`src/rtl/alu_pkg.sv`:
```
// ---------------------------------------------------------------------------
// alu_pkg
// Shared definitions for the pipelined ALU: operating modes, function select
// codes for each mode, and the controller state encoding.
// No ports; imported by alu_pipe and alu_mul_iter.
// ---------------------------------------------------------------------------
package alu_pkg;

   typedef enum logic [1:0] {
      MODE_LOGIC = 2'b00,
      MODE_ARITH = 2'b01,
      MODE_SHIFT = 2'b10,
      MODE_MUL   = 2'b11
   } mode_t;

   typedef enum logic [1:0] {
      IDLE = 2'd0,
      MUL  = 2'd1,
      HOLD = 2'd2
   } state_t;

   // Logic mode selects
   localparam logic [3:0] SEL_L_NOTA       = 4'h0;
   localparam logic [3:0] SEL_L_NOR        = 4'h1;
   localparam logic [3:0] SEL_L_NOTA_AND_B = 4'h2;
   localparam logic [3:0] SEL_L_ZERO       = 4'h3;
   localparam logic [3:0] SEL_L_NAND       = 4'h4;
   localparam logic [3:0] SEL_L_NOTB       = 4'h5;
   localparam logic [3:0] SEL_L_XOR        = 4'h6;
   localparam logic [3:0] SEL_L_A_AND_NOTB = 4'h7;
   localparam logic [3:0] SEL_L_NOTA_OR_B  = 4'h8;
   localparam logic [3:0] SEL_L_XNOR       = 4'h9;
   localparam logic [3:0] SEL_L_B          = 4'hA;
   localparam logic [3:0] SEL_L_AND        = 4'hB;
   localparam logic [3:0] SEL_L_ONES       = 4'hC;
   localparam logic [3:0] SEL_L_A_OR_NOTB  = 4'hD;
   localparam logic [3:0] SEL_L_OR         = 4'hE;
   localparam logic [3:0] SEL_L_A          = 4'hF;

   // Arithmetic mode selects
   localparam logic [3:0] SEL_A_ADD = 4'h0;
   localparam logic [3:0] SEL_A_SUB = 4'h1;
   localparam logic [3:0] SEL_A_INC = 4'h2;
   localparam logic [3:0] SEL_A_DEC = 4'h3;

   // Shift mode selects
   localparam logic [3:0] SEL_S_SLL = 4'h0;
   localparam logic [3:0] SEL_S_SRL = 4'h1;
   localparam logic [3:0] SEL_S_SRA = 4'h2;
   localparam logic [3:0] SEL_S_ROL = 4'h3;

   // Multiply mode selects
   localparam logic [3:0] SEL_M_LO = 4'h0;
   localparam logic [3:0] SEL_M_HI = 4'h1;

endpackage

```
`src/rtl/alu_mul_iter.sv`:
```
// ---------------------------------------------------------------------------
// alu_mul_iter
// Unsigned iterative shift-add multiplier, one multiplier bit per cycle.
// Ports:
//   clk, rst_n     clock, asynchronous active-low reset
//   i_start        load operands; bit 0 of i_b is consumed on this edge
//   i_a, i_b       multiplicand / multiplier (WIDTH bits)
//   o_done         high during the cycle in which o_product is final
//   o_product      full 2*WIDTH-bit product
// ---------------------------------------------------------------------------
module alu_mul_iter
   import alu_pkg::*;
#(
   parameter int WIDTH = 16
) (
   input  logic               clk,
   input  logic               rst_n,
   input  logic               i_start,
   input  logic [WIDTH-1:0]   i_a,
   input  logic [WIDTH-1:0]   i_b,
   output logic               o_done,
   output logic [2*WIDTH-1:0] o_product
);

   localparam int CW = $clog2(WIDTH) + 1;

   logic [2*WIDTH-1:0] r_acc;
   logic [2*WIDTH-1:0] r_mcand;
   logic [WIDTH-1:0]   r_mplier;
   logic [CW-1:0]      r_count;
   logic               r_running;

   // The start edge already folds in multiplier bit 0, so WIDTH-1 further
   // steps finish the product. Done is flagged while the final value sits in
   // the accumulator so the owner can capture it on the next edge, giving
   // WIDTH edges of work in total between start and capture.
   always_ff @(posedge clk or negedge rst_n) begin
      if (!rst_n) begin
         r_acc     <= '0;
         r_mcand   <= '0;
         r_mplier  <= '0;
         r_count   <= '0;
         r_running <= 1'b0;
      end else if (i_start) begin
         r_acc     <= i_b[0] ? {{WIDTH{1'b0}}, i_a} : '0;
         r_mcand   <= {{(WIDTH-1){1'b0}}, i_a, 1'b0};
         r_mplier  <= {1'b0, i_b[WIDTH-1:1]};
         r_count   <= CW'(1);
         r_running <= 1'b1;
      end else if (o_done) begin
         r_running <= 1'b0;
      end else if (r_running) begin
         if (r_mplier[0]) begin
            r_acc <= r_acc + r_mcand;
         end
         r_mcand  <= r_mcand << 1;
         r_mplier <= r_mplier >> 1;
         r_count  <= r_count + CW'(1);
      end
   end

   assign o_done    = r_running && (r_count == CW'(WIDTH));
   assign o_product = r_acc;

endmodule

```
`src/rtl/alu_pipe.sv`:
```
// ---------------------------------------------------------------------------
// alu_pipe
// Registered ALU with valid/ready handshakes on both sides: logic,
// arithmetic, barrel shift and an iterative multiply.
// Ports:
//   clk, rst_n             clock, asynchronous active-low reset
//   in_valid / in_ready    operation handshake (operands captured on accept)
//   mode, select, carry_in operation code and carry/borrow input
//   in_a, in_b             operands
//   out_valid / out_ready  result handshake
//   alu_out, carry_out     result and carry/borrow/shifted-out bit
//   compare                in_a == in_b of the operation being reported
//   zero, negative, overflow  result flags
//   busy                   multiplier running
// ---------------------------------------------------------------------------
module alu_pipe
   import alu_pkg::*;
#(
   parameter int WIDTH = 16,
   parameter int SHW   = $clog2(WIDTH)
) (
   input  logic             clk,
   input  logic             rst_n,
   input  logic             in_valid,
   output logic             in_ready,
   input  logic [1:0]       mode,
   input  logic [3:0]       select,
   input  logic             carry_in,
   input  logic [WIDTH-1:0] in_a,
   input  logic [WIDTH-1:0] in_b,
   output logic             out_valid,
   input  logic             out_ready,
   output logic [WIDTH-1:0] alu_out,
   output logic             carry_out,
   output logic             compare,
   output logic             zero,
   output logic             negative,
   output logic             overflow,
   output logic             busy
);

   localparam int M = WIDTH - 1;

   state_t             r_state, w_stateNext;
   logic [WIDTH-1:0]   r_aluOut;
   logic               r_carry, r_compare, r_zero, r_negative, r_overflow;
   logic               r_mulHi, r_cmpPend;

   logic               w_accept, w_isMul, w_mulDone;
   logic [2*WIDTH-1:0] w_mulProd;
   logic [WIDTH-1:0]   w_mulRes, w_opB, w_rol, w_result;
   logic [WIDTH:0]     w_addExt, w_subExt, w_shlExt, w_shrExt, w_sraExt;
   logic [SHW-1:0]     w_amt;
   logic [SHW:0]       w_rolBack;
   logic               w_addOvf, w_subOvf, w_carry, w_overflow;

   assign w_isMul  = (mode_t'(mode) == MODE_MUL);
   assign in_ready = (r_state == IDLE) || ((r_state == HOLD) && out_ready);
   assign w_accept = in_valid && in_ready;

   alu_mul_iter #(.WIDTH(WIDTH)) u_mul (
      .clk       (clk),
      .rst_n     (rst_n),
      .i_start   (w_accept && w_isMul),
      .i_a       (in_a),
      .i_b       (in_b),
      .o_done    (w_mulDone),
      .o_product (w_mulProd)
   );

   // Increment/decrement reuse the add/sub paths with B forced to zero, so
   // carry, borrow and overflow come out of the same expressions.
   assign w_opB    = ((select == SEL_A_INC) || (select == SEL_A_DEC)) ? '0 : in_b;
   assign w_addExt = {1'b0, in_a} + {1'b0, w_opB} + {{WIDTH{1'b0}}, carry_in};
   assign w_subExt = {1'b0, in_a} - {1'b0, w_opB} - {{WIDTH{1'b0}}, carry_in};
   assign w_addOvf = (in_a[M] == w_opB[M]) && (w_addExt[M] != in_a[M]);
   assign w_subOvf = (in_a[M] != w_opB[M]) && (w_subExt[M] != in_a[M]);

   // Shifts run one bit wider than the operand so the last bit shifted out
   // lands in the extra position; a zero amount leaves a zero there.
   assign w_amt     = in_b[SHW-1:0];
   assign w_shlExt  = {1'b0, in_a} << w_amt;
   assign w_shrExt  = {in_a, 1'b0} >> w_amt;
   assign w_sraExt  = $signed({in_a, 1'b0}) >>> w_amt;
   assign w_rolBack = (SHW+1)'(WIDTH) - {1'b0, w_amt};
   assign w_rol     = (in_a << w_amt) | (in_a >> w_rolBack);

   assign w_mulRes = r_mulHi ? w_mulProd[2*WIDTH-1:WIDTH] : w_mulProd[WIDTH-1:0];

   // Function-unit select for single-cycle ops. Reserved arithmetic and
   // shift selects fall through to the zero defaults.
   always_comb begin
      w_result   = '0;
      w_carry    = 1'b0;
      w_overflow = 1'b0;
      case (mode_t'(mode))
         MODE_LOGIC: begin
            case (select)
               SEL_L_NOTA:       w_result = ~in_a;
               SEL_L_NOR:        w_result = ~(in_a | in_b);
               SEL_L_NOTA_AND_B: w_result = ~in_a & in_b;
               SEL_L_ZERO:       w_result = '0;
               SEL_L_NAND:       w_result = ~(in_a & in_b);
               SEL_L_NOTB:       w_result = ~in_b;
               SEL_L_XOR:        w_result = in_a ^ in_b;
               SEL_L_A_AND_NOTB: w_result = in_a & ~in_b;
               SEL_L_NOTA_OR_B:  w_result = ~in_a | in_b;
               SEL_L_XNOR:       w_result = ~(in_a ^ in_b);
               SEL_L_B:          w_result = in_b;
               SEL_L_AND:        w_result = in_a & in_b;
               SEL_L_ONES:       w_result = '1;
               SEL_L_A_OR_NOTB:  w_result = in_a | ~in_b;
               SEL_L_OR:         w_result = in_a | in_b;
               default:          w_result = in_a;
            endcase
         end
         MODE_ARITH: begin
            case (select)
               SEL_A_ADD, SEL_A_INC: begin
                  w_result   = w_addExt[WIDTH-1:0];
                  w_carry    = w_addExt[WIDTH];
                  w_overflow = w_addOvf;
               end
               SEL_A_SUB, SEL_A_DEC: begin
                  w_result   = w_subExt[WIDTH-1:0];
                  w_carry    = w_subExt[WIDTH];
                  w_overflow = w_subOvf;
               end
               default: ;
            endcase
         end
         MODE_SHIFT: begin
            case (select)
               SEL_S_SLL: begin
                  w_result = w_shlExt[WIDTH-1:0];
                  w_carry  = w_shlExt[WIDTH];
               end
               SEL_S_SRL: begin
                  w_result = w_shrExt[WIDTH:1];
                  w_carry  = w_shrExt[0];
               end
               SEL_S_SRA: begin
                  w_result = w_sraExt[WIDTH:1];
                  w_carry  = w_sraExt[0];
               end
               SEL_S_ROL: w_result = w_rol;
               default: ;
            endcase
         end
         default: ;
      endcase
   end

   // Controller: single-cycle ops go straight to HOLD, multiplies sit in
   // MUL until the iterator finishes. A consumer taking the result can
   // hand over the next operation in the same cycle.
   always_comb begin
      w_stateNext = r_state;
      case (r_state)
         IDLE: if (w_accept) w_stateNext = w_isMul ? MUL : HOLD;
         MUL:  if (w_mulDone) w_stateNext = HOLD;
         HOLD: begin
            if (w_accept)       w_stateNext = w_isMul ? MUL : HOLD;
            else if (out_ready) w_stateNext = IDLE;
         end
         default: w_stateNext = IDLE;
      endcase
   end

   // Result and flag registers. A multiply remembers its half-select and
   // operand equality at acceptance, and publishes them only when the
   // product is ready so every output describes the same operation.
   always_ff @(posedge clk or negedge rst_n) begin
      if (!rst_n) begin
         r_state    <= IDLE;
         r_aluOut   <= '0;
         r_carry    <= 1'b0;
         r_compare  <= 1'b0;
         r_zero     <= 1'b0;
         r_negative <= 1'b0;
         r_overflow <= 1'b0;
         r_mulHi    <= 1'b0;
         r_cmpPend  <= 1'b0;
      end else begin
         r_state <= w_stateNext;
         if (w_accept && !w_isMul) begin
            r_aluOut   <= w_result;
            r_carry    <= w_carry;
            r_overflow <= w_overflow;
            r_zero     <= (w_result == '0);
            r_negative <= w_result[M];
            r_compare  <= (in_a == in_b);
         end else if (w_mulDone) begin
            r_aluOut   <= w_mulRes;
            r_carry    <= |w_mulProd[2*WIDTH-1:WIDTH];
            r_overflow <= 1'b0;
            r_zero     <= (w_mulRes == '0);
            r_negative <= w_mulRes[M];
            r_compare  <= r_cmpPend;
         end
         if (w_accept && w_isMul) begin
            r_mulHi   <= (select == SEL_M_HI);
            r_cmpPend <= (in_a == in_b);
         end
      end
   end

   assign out_valid = (r_state == HOLD);
   assign busy      = (r_state == MUL);
   assign alu_out   = r_aluOut;
   assign carry_out = r_carry;
   assign compare   = r_compare;
   assign zero      = r_zero;
   assign negative  = r_negative;
   assign overflow  = r_overflow;

endmodule

```
`config.mk`:
```
export PLATFORM = sky130hd
export DESIGN_NAME = alu_pipe
export DESIGN_NICKNAME = d
export VERILOG_FILES = /design/src/rtl/alu_pkg.sv /design/src/rtl/alu_mul_iter.sv /design/src/rtl/alu_pipe.sv
export SDC_FILE = /design/constraint.sdc
export NUM_CORES = 1
export LEC_CHECK = 0
export ABC_AREA = 1
export BUFFER_PORTS_ARGS = -buffer_cell sky130_fd_sc_hd__clkbuf_2
export CAP_MARGIN = 10
export CORE_MARGIN = 4
export CORE_UTILIZATION = 35
export CTS_BUF_LIST = sky130_fd_sc_hd__clkbuf_8
export DETAILED_ROUTE_END_ITERATION = 10
export PLACE_DENSITY = 0.5
export SYNTH_ARGS = -nofsm -noshare
export SYNTH_HDL_FRONTEND = slang
export SYNTH_SLANG_ARGS = --single-unit
```
`constraint.sdc`:
```
create_clock -name clk -period 3.22 [get_ports clk]
set_input_delay 0.322 -clock clk [delete_from_list [all_inputs] [get_ports clk]]
set_output_delay 0.322 -clock clk [all_outputs]
set_load 0.01 [all_outputs]
```
==> results by group, run 1 <==
Finish
  • Synthesis-to-layout area growth: 18.1%
  • NumNets Final: 2659
  • Proportion of layout cells with a drive suffix above 1: 0.126
  • Commonest cells after routing, fill and taps aside: 684 x sky130_fd_sc_hd__nand2_1, 245 x sky130_fd_sc_hd__inv_1, 227 x sky130_fd_sc_hd__nand3_1, 193 x sky130_fd_sc_hd__nor2_1, 184 x sky130_fd_sc_hd__o21ai_0
  • Number of diodes added for antenna fixing: 0
  • Number of fill cells: about 4200
  • Most common cell after layout, fill and taps aside: sky130_fd_sc_hd__nand2_1

Setup path
  • CP Launch Type: input pin
  • WP data arrival: around 3.3 ns
  • Data required time at the worst endpoint: 3.55 ns
  • Depth of the worst register-to-register path: 17
  • Crit path kind: input pin to flip-flop
  • Worst Path Max Fanout: 15
  • CP Capture Type: flip-flop

Synthesis
  • Flops & latches, synth: ~110
  • Sequential cell area fraction in the yosys report: 0.197
  • Complex-gate fraction of the synthesized area: 0.201
  • Unique masters post-synth: 49
  • Warnings, synthesis: 0
  • Mux share of post-synthesis cell area: 0.000728
  • Post-synthesis average cell area: about 6 sq um
  • Cell area after technology mapping: around 0.014 sq mm
  • Xor/xnor cell area share of the yosys netlist: 0.00947
  • Combinational family with the most area after synthesis: simple AND/OR/NAND/NOR gates
  • Adder-cell share of the synthesized area: 0.140
  • Top-area cell type share of the netlist area: 0.197
  • Synthesized Nets: ~2500
  • Simple-gate share of the synthesized area: 0.357
  • Cell types with the largest area share after synthesis: sky130_fd_sc_hd__dfrtp_1 20%, sky130_fd_sc_hd__nand2_1 19%, sky130_fd_sc_hd__ha_1 14%, sky130_fd_sc_hd__nand3_1 8.3%, sky130_fd_sc_hd__o21ai_0 6.9%
  • Largest area contributor in the netlist: sky130_fd_sc_hd__dfrtp_1
  • Number of standard cells after synthesis: between 2000 and 2500

Floorplan
  • Floorplan die width: approximately 210 microns
  • Height of the die: 206 microns
  • Core Region: approximately 0.039 sq mm
  • Floorplan die area: around 0.042 sq mm
  • Starting density of the core: 0.355
  • Rows: 72
  • I/O pin total: 67

STA
  • Worst Max-Slew Pin Slew: slightly below 1 ns
  • Final count of negative-setup-slack endpoints: 0
  • Final critical delay including setup and external delays: ~3.0 ns
  • Share of the cycle needed by the critical path after routing: 0.925
  • Final hold violations: 0
  • Setup repair after global routing missed its margin: no
  • Minimum hold slack: around 0.11 ns
  • Largest clock skew in the final design: roughly 0.019 ns
  • Relative slew margins: 0.338
  • Number of pins exceeding their max-slew limit in the final report: 0
  • Total Negative Setup Slacks: 0 ns
  • Maximum achievable frequency: 336 MHz

Routing
  • Wire length reported by the detailed router: ~64000 microns
  • Mean number of vias per cell: between 5 and 6
  • DR DRC count: 0
  • Wire length on met3: 4720 microns
  • Violation count after the first detailed-route iteration: approximately 1600
  • Wirelength per Cell: between 20 and 25 microns
  • Via total after detailed routing: approximately 17000
  • First-pass iteration count of the detailed router: 8
  • Routed wl met2: about 29000 microns
  • Met1 WL: 28100 microns
  • Top layer reached by signal wires: met4
  • Antenna Nets Post-Route: 0

Global routing
  • All-layer global routing usage: 0.295
  • First-pass GRT wire length: roughly 96000 microns
  • Largest net degree at the start of global routing: 57
  • Via count of the first global-routing pass: approximately 16000
  • Initial antenna violation count: 0
  • Leftover overflow at the end of global routing: 0

Run status
  • Result of the run: complete, no violations

Power
  • Pwr Density: ~530 mW/mm^2
  • LEAKAGE: 0.00840 uW
  • Tot Pwr: ~8600 uW
  • Worst IR drop on VDD: about 320 uV

Placement
  • Input/output buffers: between 60 and 70
  • Half-perimeter wire length after detailed placement: 51400 microns
  • Weighted congestion reported at the end of routability-driven placement: roughly 0.96

Clock tree
  • Clk root buf: sky130_fd_sc_hd__clkbuf_8
  • Clock-pin slew reported for the worst setup and hold paths after clock tree synthesis: between 0.1 and 0.15 ns
  • Clock insertion delay at the later pin of the skew report: roughly 0.41 ns
  • H-tree depth: 3
  • Clock Sink Count: 108
  • TritonCTS clock tree: done
  • Num CTS Buffers: 9
  • Largest buffer count on any clock path: 2

Worst hold path
  • Hold Crit Depth: 2
  • Path type of the worst min-delay path: input pin to flip-flop

Job
  • Max-cap violation count: 0
[sequential cells by signal (all words and copies together), names as in the netlist, 2 cells and up]
name,count
u_mul.o_product,32
u_mul.r_mcand,31
alu_out,16
u_mul.r_mplier,15
u_mul.r_count,5
r_state,2
[final timing paths]
kind                                                 from                              end  slack (ns)
max                                             select[3]                 zero$_DFFE_PN0P_        0.24
min                                             out_ready           r_state[1]$_DFFE_PN0P_        0.11
max reg2reg                  u_mul.r_mcand[1]$_DFFE_PN0P_  u_mul.o_product[25]$_DFFE_PN0P_        0.33
min reg2reg                u_mul.o_product[0]$_DFFE_PN0P_   u_mul.o_product[0]$_DFFE_PN0P_        0.50
max in group asynchronous                           rst_n     u_mul.r_mcand[2]$_DFFE_PN0P_        1.92
min in group asynchronous                           rst_n    u_mul.r_mcand[24]$_DFFE_PN0P_        0.52
[through the flow]
| step | cell area [sq um] | setup WS [ns] | util | cells |
|---|---|---|---|---|
| 2_1_floorplan | 13700 | 0.0253 | - | 2277 |
| 3_3_place_gp | 15900 | -0.160 | 0.410 | 2969 |
| 3_5_place_dp | 15900 | -0.249 | 0.410 | 2969 |
| 4_1_cts | 16100 | 0.158 | 0.416 | 2986 |
| 5_1_grt | 16200 | 0.0212 | 0.419 | 2987 |
| 6_report | 16200 | 0.241 | 0.419 | 2987 |
[worst max-delay path, cell delays in order]
cell and delay [ns]:
sky130_fd_sc_hd__clkbuf_2 0.09, sky130_fd_sc_hd__nor2_1 0.13, sky130_fd_sc_hd__nand2_1 0.12, sky130_fd_sc_hd__inv_2 0.11
sky130_fd_sc_hd__buf_12 0.15, sky130_fd_sc_hd__nor2_1 0.07, sky130_fd_sc_hd__ha_1 0.30, sky130_fd_sc_hd__inv_1 0.06
sky130_fd_sc_hd__ha_1 0.34, sky130_fd_sc_hd__nand2_1 0.18, sky130_fd_sc_hd__inv_1 0.07, sky130_fd_sc_hd__nand2_1 0.07
sky130_fd_sc_hd__nand2_1 0.06, sky130_fd_sc_hd__a21oi_1 0.20, sky130_fd_sc_hd__nand3b_1 0.12, sky130_fd_sc_hd__nand3_1 0.10
sky130_fd_sc_hd__nand3_1 0.12, sky130_fd_sc_hd__nand2_1 0.09, sky130_fd_sc_hd__nand2_1 0.06, sky130_fd_sc_hd__nand2_1 0.09
sky130_fd_sc_hd__nand2_1 0.07, sky130_fd_sc_hd__nor2_1 0.09, sky130_fd_sc_hd__nand4_1 0.13, sky130_fd_sc_hd__a21oi_2 0.14
[per-layer routing]
metal,vias to the layer above,track usage
li1,7995,-
met1,7894,0.409
met2,744,0.480
met3,146,0.0356
met4,0,0.0941
met5,-,0
[what timing repair did]
| action | 4_1_cts | 5_1_grt |
|---|---|---|
| buffers inserted | 0 | 1 |
| hold endpoints to repair | 2 | 0 |
| setup endpoints to repair | 0 | 6 |
| hold buffers | 1 | 0 |
| resized for setup | 0 | 29 |
[synth_stat cells, drive strengths merged]
cell,n
clkinv,4
o311ai,4
and3,2
fa,3
a22oi,1
nor2,200
dfrtp,108
a21oi,132
o32ai,1
o41ai,2
and2,3
nor4,11
o221a,1
buf,34
or2,7
o21bai,9
a21boi,2
xor2,7
nand3,228
o21a,7
o2bb2ai,1
nor3,20
nand2,686
o31ai,2
a211oi,12
a21o,4
o211ai,32
nor3b,2
o22ai,46
clkbuf,46
inv,252
o21ai,193
mux2i,1
ha,149
o221ai,20
a31oi,7
a32oi,1
a22o,1
nand3b,2
xnor2,7
a221oi,1
nand4,26
[cell type report]
class | count | area, sq um | share of cell area
clock buffers | 9 | 124 | 0.00763
clock inverters | 7 | 91.3 | 0.00563
inverters | 256 | 961 | 0.0592
multi-input cells | 1833 | 9830 | 0.606
flip-flops and latches | 108 | 2700 | 0.166
well taps | 518 | 648 | 0.0399
repair buffers | 256 | 1870 | 0.115
[power breakdown]
part	switching (uW)	internal, uW
Combinational	3380	1940
Clock	586	319
Sequential	508	1910
Total	4470	4170
[cells by family after synthesis]
group                    after synthesis
flip-flops                           108
XOR/XNOR                              14
buffers and inverters                336
multiplexers                           1
AO/OA/AOI/OAI                        479
AND/OR/NAND/NOR                     1187
adder cells (fa/ha/maj)              152
(Power assumes the default switching activity.)
==> inputs of run 2 (changes only) <==
--- a/config.mk
+++ b/config.mk
@@ -5,7 +5,6 @@
 export SDC_FILE = /design/constraint.sdc
 export NUM_CORES = 1
 export LEC_CHECK = 0
-export ABC_AREA = 1
 export BUFFER_PORTS_ARGS = -buffer_cell sky130_fd_sc_hd__clkbuf_2
 export CAP_MARGIN = 10
 export CORE_MARGIN = 4
==> run 2 against run 1 <==
  * Via count grew 0.94%
  * Combinational power grew 18%
  * Cell count shrank 6.0%
  * Core utilization grew 3.3 points
  * Global-route usage shrank 1.4 points
  * Critical endpoint is now overflow$_DFFE_PN0P_
==> results by group, run 2 <==
Global routing
  • Via count of the first global-routing pass: 16400 (+2.8%)
  • All-layer global routing usage: 0.281 (-0.0140)
  • Initial antenna violation count: 0 (unchanged)
  • First-pass GRT wire length: 102000 microns (+5.7%)
  • Met2 demand-to-capacity share in global routing: 0.464 (-0.0159)
  • Leftover overflow at the end of global routing: 0 (unchanged)
  • GRT met3 Usage: 0.0267 (-0.00892)
  • Met1 track utilization from global routing: 0.373 (-0.0366)
  • Layer carrying the most global-route usage: met2
  • Largest net degree at the start of global routing: 73 (+28%)

Power
  • Worst IR drop on VDD: 306 uV (-4.8%)
  • Pwr Density: 509 mW/mm^2 (-4.3%)
  • LEAKAGE: 0.00842 uW (+0.22%)

Finish
  • Number of diodes added for antenna fixing: 0 (unchanged)
  • Post-Route Utilization: 0.452 (+0.0327)
  • Number of fill cells: 4309 (+2.4%)
  • Synthesis-to-layout area growth: 27.2%
  • Flip-flop count of the largest register after layout: 32 (unchanged)
  • Commonest cells after routing, fill and taps aside: 363 x sky130_fd_sc_hd__buf_4, 228 x sky130_fd_sc_hd__nand2_1, 152 x sky130_fd_sc_hd__a21oi_1, 145 x sky130_fd_sc_hd__nor2_1, 139 x sky130_fd_sc_hd__ha_1
  • Proportion of layout cells with a drive suffix above 1: 0.264 (+0.138)
  • Most common cell after layout, fill and taps aside: sky130_fd_sc_hd__buf_4
  • NumNets Final: 2461 (-7.4%)
  • Final standard cell area without fillers: 0.0190 sq mm (+17%)

STA
  • Maximum achievable frequency: 315 MHz (-6.2%)
  • Largest clock skew in the final design: 0.0189 ns (-0.000117 ns)
  • Worst Max-Slew Pin Slew: 0.867 ns (-0.122 ns)
  • Final count of negative-setup-slack endpoints: 0 (unchanged)
  • Number of pins exceeding their max-slew limit in the final report: 0 (unchanged)
  • Relative slew margins: 0.420 (+0.0816)
  • Share of the cycle needed by the critical path after routing: 0.986 (+0.0611)
  • Setup repair after global routing missed its margin: yes
  • Final critical delay including setup and external delays: 3.18 ns (+0.197 ns)
  • Final hold violations: 0 (unchanged)

Clock tree
  • Largest buffer count on any clock path: 2 (unchanged)
  • H-tree depth: 3 (unchanged)
  • Num CTS Buffers: 9 (unchanged)
  • Clock insertion delay at the later pin of the skew report: 0.41 ns (about the same)
  • TritonCTS clock tree: done
  • Clock Sink Count: 108 (unchanged)
  • Clock-pin slew reported for the worst setup and hold paths after clock tree synthesis: 0.12 ns (about the same)
  • Clk root buf: sky130_fd_sc_hd__clkbuf_8

Synthesis
  • Mux share of post-synthesis cell area: 0.110 (+0.109)
  • Number of enable-type register cells in the synthesized netlist: 0 (unchanged)
  • Cell types with the largest area share after synthesis: sky130_fd_sc_hd__dfrtp_1 18%, sky130_fd_sc_hd__ha_1 12%, sky130_fd_sc_hd__nand2_1 5.8%, sky130_fd_sc_hd__a21oi_1 5.3%, sky130_fd_sc_hd__mux2i_1 5.0%
  • Largest area contributor in the netlist: sky130_fd_sc_hd__dfrtp_1
  • Unique masters post-synth: 90 (+84%)
  • Number of standard cells after synthesis: 1969 (-14%)
  • Synthesized Nets: 2164 (-12%)
  • Adder-cell share of the synthesized area: 0.129 (-0.0114)
  • Xor/xnor cell area share of the yosys netlist: 0.0294 (+0.0199)
  • Combinational family with the most area after synthesis: compound AO/OA/AOI/OAI gates
  • Most instantiated library cell after synthesis: sky130_fd_sc_hd__nand2_1
  • Async set or reset register ratio after synthesis: 1.00 (unchanged)
  • Synth top cells by count: 232 x sky130_fd_sc_hd__nand2_1, 159 x sky130_fd_sc_hd__a21oi_1, 149 x sky130_fd_sc_hd__ha_1
  • Warnings, synthesis: 0 (unchanged)
  • Sequential cell area fraction in the yosys report: 0.181 (-0.0160)
  • Complex-gate fraction of the synthesized area: 0.268 (+0.0675)
  • Simple-gate share of the synthesized area: 0.217 (-0.140)
  • Post-synthesis average cell area: 7.60 sq um (+26%)
  • Flops & latches, synth: 108 (unchanged)
  • Cell area after technology mapping: 0.0150 sq mm (+8.9%)
  • Dominant register cell in the synthesized netlist: sky130_fd_sc_hd__dfrtp_1
  • Top-area cell type share of the netlist area: 0.181 (-0.0160)

Routing
  • Wire length reported by the detailed router: 67700 microns (+6.2%)
  • Wirelength per Cell: 24.1 microns (+13%)
  • Violation count after the first detailed-route iteration: 1569 (-4.1%)
  • Via total after detailed routing: 16900 (+0.94%)
  • First-pass iteration count of the detailed router: 5 (-3)
  • Antenna Nets Post-Route: 0 (unchanged)
  • Mean number of vias per cell: 6.03 (+7.3%)
  • DR DRC count: 0 (unchanged)

Placement
  • Half-perimeter wire length after detailed placement: 52700 microns (+2.5%)
  • Weighted congestion reported at the end of routability-driven placement: 0.989 (+3.2%)
  • Placed cell area: 0.0183 sq mm (+15%)
  • Input/output buffers: 66 (unchanged)

Setup path
  • Data required time at the worst endpoint: 3.54 ns (about the same)
  • Worst Path Max Fanout: 2 (-13)
  • CP Launch Type: input pin
  • WP data arrival: 3.50 ns (+0.19 ns)
  • Critical register-to-register path startpoint: u_mul.o_product[1]$_DFFE_PN0P_
  • Crit path kind: input pin to flip-flop
  • CP Capture Type: flip-flop
  • Critical path startpoint: select[3]
  • Depth of the worst register-to-register path: 13 (-4)

Floorplan
  • Floorplan die width: 215 microns (+4.2%)
  • I/O pin total: 67 (unchanged)
  • Rows: 75 (+4.2%)
  • Core Region: 0.0421 sq mm (+8.8%)
  • Floorplan die area: 0.0461 sq mm (+8.5%)
  • Starting density of the core: 0.355 (about the same)
  • Height of the die: 215 microns (+4.2%)

Worst hold path
  • Hold Crit Depth: 4 (+2)
  • Path type of the worst min-delay path: input pin to flip-flop
  • Startpoint of the tightest hold check path: out_ready

Run status
  • Result of the run: complete, no violations

Job
  • Max-cap violation count: 0 (unchanged)
run 2: changes by cell type after synthesis, sizes merged, moves of 33 or more:
| cell | delta |
|---|---|
| nand2 | -454 |
| inv | -161 |
| a31oi | +57 |
| mux2i | +74 |
| o21ai | -69 |
| nand3 | -171 |
| clkbuf | +53 |
| nor2 | -54 |
| nor2b | +33 |
run 2: power by group:
| group | switching (uW) | internal [uW] | total, uW | leakage [uW] |
|---|---|---|---|---|
| logic | 3490 | 2770 | 6260 | 0.00694 |
| registers | 606 | 1910 | 2510 | 0.00137 |
| clock network | 548 | 374 | 922 | 0.000105 |
| total | 4640 | 5050 | 9700 | 0.00842 |
run 2: final timing paths:
| check | to | slack, ns |
|---|---|---|
| min in group asynchronous | u_mul.r_mcand[8]$_DFFE_PN0P_ | 0.42 |
| hold reg to reg | r_cmpPend$_DFFE_PN0P_ | 0.50 |
| max in group asynchronous | u_mul.r_count[3]$_DFFE_PN0P_ | 2.01 |
| hold / removal | r_state[1]$_DFFE_PN0P_ | 0.25 |
| setup reg to reg | u_mul.o_product[29]$_DFFE_PN0P_ | 0.10 |
| setup / recovery | overflow$_DFFE_PN0P_ | 0.04 |
run 2: routing by layer:
| metal | wire length [microns] | up-vias |
|---|---|---|
| met5 | 0 | - |
| met4 | 4010 | 0 |
| met3 | 3780 | 166 |
| met2 | 31100 | 646 |
| met1 | 28800 | 8253 |
| li1 | - | 7872 |
run 2: logic make-up after synthesis:
kind of cell             after synthesis
AO/OA/AOI/OAI                        612
XOR/XNOR                              48
adder cells (fa/ha/maj)              152
buffers and inverters                249
flip-flops                           108
multiplexers                         124
AND/OR/NAND/NOR                      676
run 2: per-stage QoR:
step	setup TNS (ns)	cells	total power, uW	hold slack, ns	setup WS, ns
finish	0	2809	9700	0.254	0.0444
global route	-0.195	2809	10500	0.267	-0.0968
CTS	-0.0230	2800	9490	0.249	-0.0230
detailed placement	-6.71	2782	8510	0.337	-0.587
global placement	-5.79	2782	8430	0.334	-0.551
floorplan	-3.03	1969	6270	0.0264	-0.813
run 2: layout make-up:
type | instances | area, sq um | share of cell area
clock buffers | 9 | 124 | 0.00651
flip-flops and latches | 108 | 2700 | 0.142
multi-input cells | 1612 | 11800 | 0.618
repair buffers | 443 | 3340 | 0.176
inverters | 92 | 345 | 0.0181
clock inverters | 6 | 83.8 | 0.00440
well taps | 539 | 674 | 0.0354
run 2: critical path: stages:
cell and delay (ns):
sky130_fd_sc_hd__buf_6 0.10, sky130_fd_sc_hd__or3b_4 0.41, sky130_fd_sc_hd__nand2_4 0.08, sky130_fd_sc_hd__xnor2_1 0.08, sky130_fd_sc_hd__ha_1 0.18, sky130_fd_sc_hd__or2_4 0.25
sky130_fd_sc_hd__ha_4 0.17, sky130_fd_sc_hd__nor4b_4 0.27, sky130_fd_sc_hd__a211oi_2 0.12, sky130_fd_sc_hd__buf_4 0.16, sky130_fd_sc_hd__a21boi_4 0.21, sky130_fd_sc_hd__o31ai_4 0.09
sky130_fd_sc_hd__o31ai_2 0.21, sky130_fd_sc_hd__xnor2_1 0.10, sky130_fd_sc_hd__or3_1 0.32, sky130_fd_sc_hd__a32o_1 0.26, sky130_fd_sc_hd__o31ai_2 0.16
run 2: repair_timing:
item / CTS / global route
gates cloned: 0 / 1
setup endpoints to repair: 7 / 15
hold endpoints to repair: 36 / 0
buffers inserted: 3 / 8
resized for setup: 20 / 59
pin swaps: 17 / 32
hold buffers: 1 / 0
==> inputs of run 3 (changes only) <==
--- a/config.mk
+++ b/config.mk
@@ -6,11 +6,13 @@
 export NUM_CORES = 1
 export LEC_CHECK = 0
 export BUFFER_PORTS_ARGS = -buffer_cell sky130_fd_sc_hd__clkbuf_2
-export CAP_MARGIN = 10
+export CAP_MARGIN = 20
+export CORE_ASPECT_RATIO = 1.75
 export CORE_MARGIN = 4
 export CORE_UTILIZATION = 35
 export CTS_BUF_LIST = sky130_fd_sc_hd__clkbuf_8
 export DETAILED_ROUTE_END_ITERATION = 10
+export MAX_ROUTING_LAYER = met4
 export PLACE_DENSITY = 0.5
 export SYNTH_ARGS = -nofsm -noshare
 export SYNTH_HDL_FRONTEND = slang
==> run 3 against run 2 <==
  * The flow now finishes with violations (negative setup slack)
  * Clock skew rose by 0.0020 ns
  * Die area is 0.28% higher
  * Non-clock buffer count increased by 67
  * Highest routed layer unchanged
==> results by group, run 3 (synthesis results as in run 2) <==
Power
  • Fraction of power consumed by combinational cells: 0.669 (+0.023)
  • Flop pwr share: 0.241 (-0.018)
  • Internal power contribution: 5250 uW (+3.9%)
  • Worst IR drop on VDD: 380 uV (+24%)
  • Net Sw Power: 4800 uW (+3.4%)
  • LEAKAGE: 0.00873 uW (+3.8%)
  • Pwr Density: 515 mW/mm^2 (+1.0%)
  • Net switching share of the total power: 0.478 (-0.00107)
  • Proportion of power drawn by the clock network: 0.089 (-0.006)

Setup path
  • WP data arrival: 3.59 ns (+0.09 ns)
  • Crit path kind: input pin to flip-flop
  • Sequence of cells on the critical path: buf_8 > or3b_4 > nand2_4 > buf_6 > xnor2_2 > ha_2 > buf_6 > and3b_2 > a2111oi_4 > buf_4 > buf_6 > o21ai_2 > and3_1 > o21a_1 > or4b_4 > a211oi_2 > nand4_1 > o22ai_1
  • Register-to-Register Setup Slack: 0.12 ns (+0.02 ns)
  • Category of cells accounting for the largest share of critical-path delay: simple AND/OR/NAND/NOR gates
  • Worst Path Max Fanout: 3 (+1)
  • Worst path bufs/invs: 5 (+3)
  • Slowest CP cell: sky130_fd_sc_hd__or4b_4
  • CP Launch Type: input pin
  • Most prevalent standard cell on the critical path: sky130_fd_sc_hd__buf_6
  • Reg2reg end: u_mul.o_product[28]$_DFFE_PN0P_
  • Critical register-to-register path startpoint: u_mul.r_mcand[6]$_DFFE_PN0P_
  • Data required time at the worst endpoint: 3.56 ns (+0.02 ns)
  • Largest incremental delay on the critical path: 0.53 ns (+0.12 ns)
  • CP Capture Type: flip-flop
  • Depth of the worst register-to-register path: 10 (-3)

Routing
  • DR DRC count: 0 (unchanged)
  • Wire length reported by the detailed router: 73500 microns (+8.6%)
  • Violation count after the first detailed-route iteration: 1388 (-12%)
  • Mean number of vias per cell: 6.02 (-0.15%)
  • Wirelength per Cell: 25.3 microns (+5.2%)
  • First-pass iteration count of the detailed router: 5 (unchanged)
  • Via total after detailed routing: 17500 (+3.1%)
  • Antenna Nets Post-Route: 0 (unchanged)

Finish
  • Synthesis-to-layout area growth: 30.5%
  • Number of fill cells: 4288 (-0.49%)
  • Flip-flop count of the largest register after layout: 32 (unchanged)
  • Proportion of layout cells with a drive suffix above 1: 0.281 (+0.0171)
  • Commonest cells after routing, fill and taps aside: 425 x sky130_fd_sc_hd__buf_4, 229 x sky130_fd_sc_hd__nand2_1, 155 x sky130_fd_sc_hd__a21oi_1, 145 x sky130_fd_sc_hd__nor2_1, 141 x sky130_fd_sc_hd__ha_1
  • NumNets Final: 2528 (+2.7%)
  • Most common cell after layout, fill and taps aside: sky130_fd_sc_hd__buf_4
  • Post-Route Utilization: 0.460 (+0.00865)
  • Sequential cell area: 0.00270 sq mm (about the same)
  • Final standard cell area without fillers: 0.0195 sq mm (+2.6%)
  • Footprint of the multi-input gates: 0.0117 sq mm (-0.62%)

Clock tree
  • Largest buffer count on any clock path: 2 (unchanged)
  • Clock Sink Count: 108 (unchanged)
  • Num CTS Buffers: 9 (unchanged)
  • Clock-pin slew reported for the worst setup and hold paths after clock tree synthesis: 0.12 ns (about the same)
  • H-tree depth: 3 (unchanged)
  • Clk root buf: sky130_fd_sc_hd__clkbuf_8
  • Clock insertion delay at the later pin of the skew report: 0.41 ns (about the same)
  • TritonCTS clock tree: done

Floorplan
  • Floorplan die width: 164 microns (-23%)
  • Rows: 100 (+33%)
  • Height of the die: 282 microns (+31%)
  • Core Region: 0.0424 sq mm (+0.67%)
  • I/O pin total: 67 (unchanged)
  • Floorplan die area: 0.0462 sq mm (+0.28%)
  • Starting density of the core: 0.353 (-0.00236)

Global routing
  • First-pass GRT wire length: 109000 microns (+7.5%)
  • Largest net degree at the start of global routing: 87 (+19%)
  • Initial antenna violation count: 2 (+2)
  • Via count of the first global-routing pass: 17700 (+8.3%)
  • Leftover overflow at the end of global routing: 0 (unchanged)
  • All-layer global routing usage: 0.323 (+0.0415)

Placement
  • Weighted congestion reported at the end of routability-driven placement: 1.06 (+6.8%)
  • Half-perimeter wire length after detailed placement: 58800 microns (+12%)
  • Placed cell area: 0.0188 sq mm (+2.9%)
  • Input/output buffers: 66 (unchanged)

STA
  • Final critical delay including setup and external delays: 3.25 ns (+0.0743 ns)
  • Final hold violations: 0 (unchanged)
  • Slack of the critical path: -0.0299 ns (-0.0743 ns)
  • Setup repair after global routing missed its margin: yes
  • Minimum hold slack: 0.270 ns (+0.0155 ns)
  • Largest clock skew in the final design: 0.0208 ns (+0.00198 ns)
  • Final count of negative-setup-slack endpoints: 2 (+2)
  • Share of the cycle needed by the critical path after routing: 1.01 (+0.0231)
  • Relative slew margins: 0.340 (-0.0799)
  • Worst Max-Slew Pin Slew: 0.990 ns (+0.123 ns)
  • Number of pins exceeding their max-slew limit in the final report: 0 (unchanged)
  • Maximum achievable frequency: 308 MHz (-2.3%)

Worst hold path
  • Startpoint of the tightest hold check path: out_ready
  • Hold Crit Depth: 4 (unchanged)
  • Path type of the worst min-delay path: input pin to flip-flop
  • Worst hold endpoint: r_state[1]$_DFFE_PN0P_

Job
  • Max-cap violation count: 0 (unchanged)

Run status
  • Result of the run: finished, violations left
  • Failing checks: negative setup slack
-- run 3: cell count changes in the layout (fill, tap and decap cells not counted), moves of 3 or more --
| cell | change |
|---|---|
| sky130_fd_sc_hd__buf_4 | +62 |
| sky130_fd_sc_hd__buf_6 | +4 |
| sky130_fd_sc_hd__a21oi_1 | +3 |
| sky130_fd_sc_hd__inv_1 | +3 |
-- run 3: through the flow --
step | setup slack [ns] | total power, uW | TNS, ns | instances
after floorplan | -0.813 | 6270 | -3.03 | 1969
after global placement | -0.828 | 8760 | -8.77 | 2870
after detailed placement | -0.869 | 8870 | -9.67 | 2870
after CTS | -0.0287 | 9890 | -0.0287 | 2893
after global routing | -0.110 | 10900 | -0.242 | 2901
final | -0.0299 | 10100 | -0.0302 | 2901
-- run 3: worst register-to-register path, cell delays in order, from the launching register on --
cell and delay (ns):
sky130_fd_sc_hd__dfrtp_2 0.46, sky130_fd_sc_hd__ha_4 0.29, sky130_fd_sc_hd__and2_4 0.13, sky130_fd_sc_hd__or3b_4 0.38
sky130_fd_sc_hd__a221o_1 0.40, sky130_fd_sc_hd__a2111oi_4 0.43, sky130_fd_sc_hd__o21ai_2 0.13, sky130_fd_sc_hd__a21oi_2 0.20
sky130_fd_sc_hd__a21oi_2 0.08, sky130_fd_sc_hd__or4_1 0.40, sky130_fd_sc_hd__a31oi_1 0.14
-- run 3: metal layers --
layer  GRT usage  wire [microns]  vias up
met5           -               0        -
met4       0.282            8260        0
met3      0.0298            3630      296
met2       0.558           36800      726
met1       0.319           24800     8422
li1            -               -     8022
-- run 3: how the worst max path moves through the flow --
| stage | start | endpoint | slack, ns | depth (start not counted) |
|---|---|---|---|---|
| 2_1_floorplan | select[1] | overflow$_DFFE_PN0P_ | -0.81 | 20 |
| 3_3_place_gp | select[3] | zero$_DFFE_PN0P_ | -0.83 | 14 |
| 3_5_place_dp | select[3] | zero$_DFFE_PN0P_ | -0.87 | 14 |
| 4_1_cts | select[2] | zero$_DFFE_PN0P_ | -0.03 | 17 |
| 5_1_grt | select[2] | zero$_DFFE_PN0P_ | -0.11 | 18 |
| 6_report | select[2] | zero$_DFFE_PN0P_ | -0.03 | 18 |
-- run 3: cell type report --
class,count,share of cell area
multi-input combinational,1612,0.599
clock inverter,7,0.00442
timing repair buffer,510,0.198
clock buffer,9,0.00634
antenna,2,0.000256
tap,561,0.0359
sequential,108,0.138
inverter,92,0.0177
-- run 3: power by group through the flow --
stage               Clock (uW)  Combinational (uW)  Sequential, uW
floorplan                    0                3970            2300
global placement             0                6350            2420
detailed placement           0                6440            2430
CTS                        931                6560            2400
global route               978                7410            2480
finish                     898                6730            2420
-- run 3: what timing repair did --
action	in CTS	in global routing
pin swaps	27	23
gates resized for setup	38	35
buffers inserted	8	6
hold buffers	1	0
hold endpoints to repair	37	0
endpoints found under the setup margin	14	13
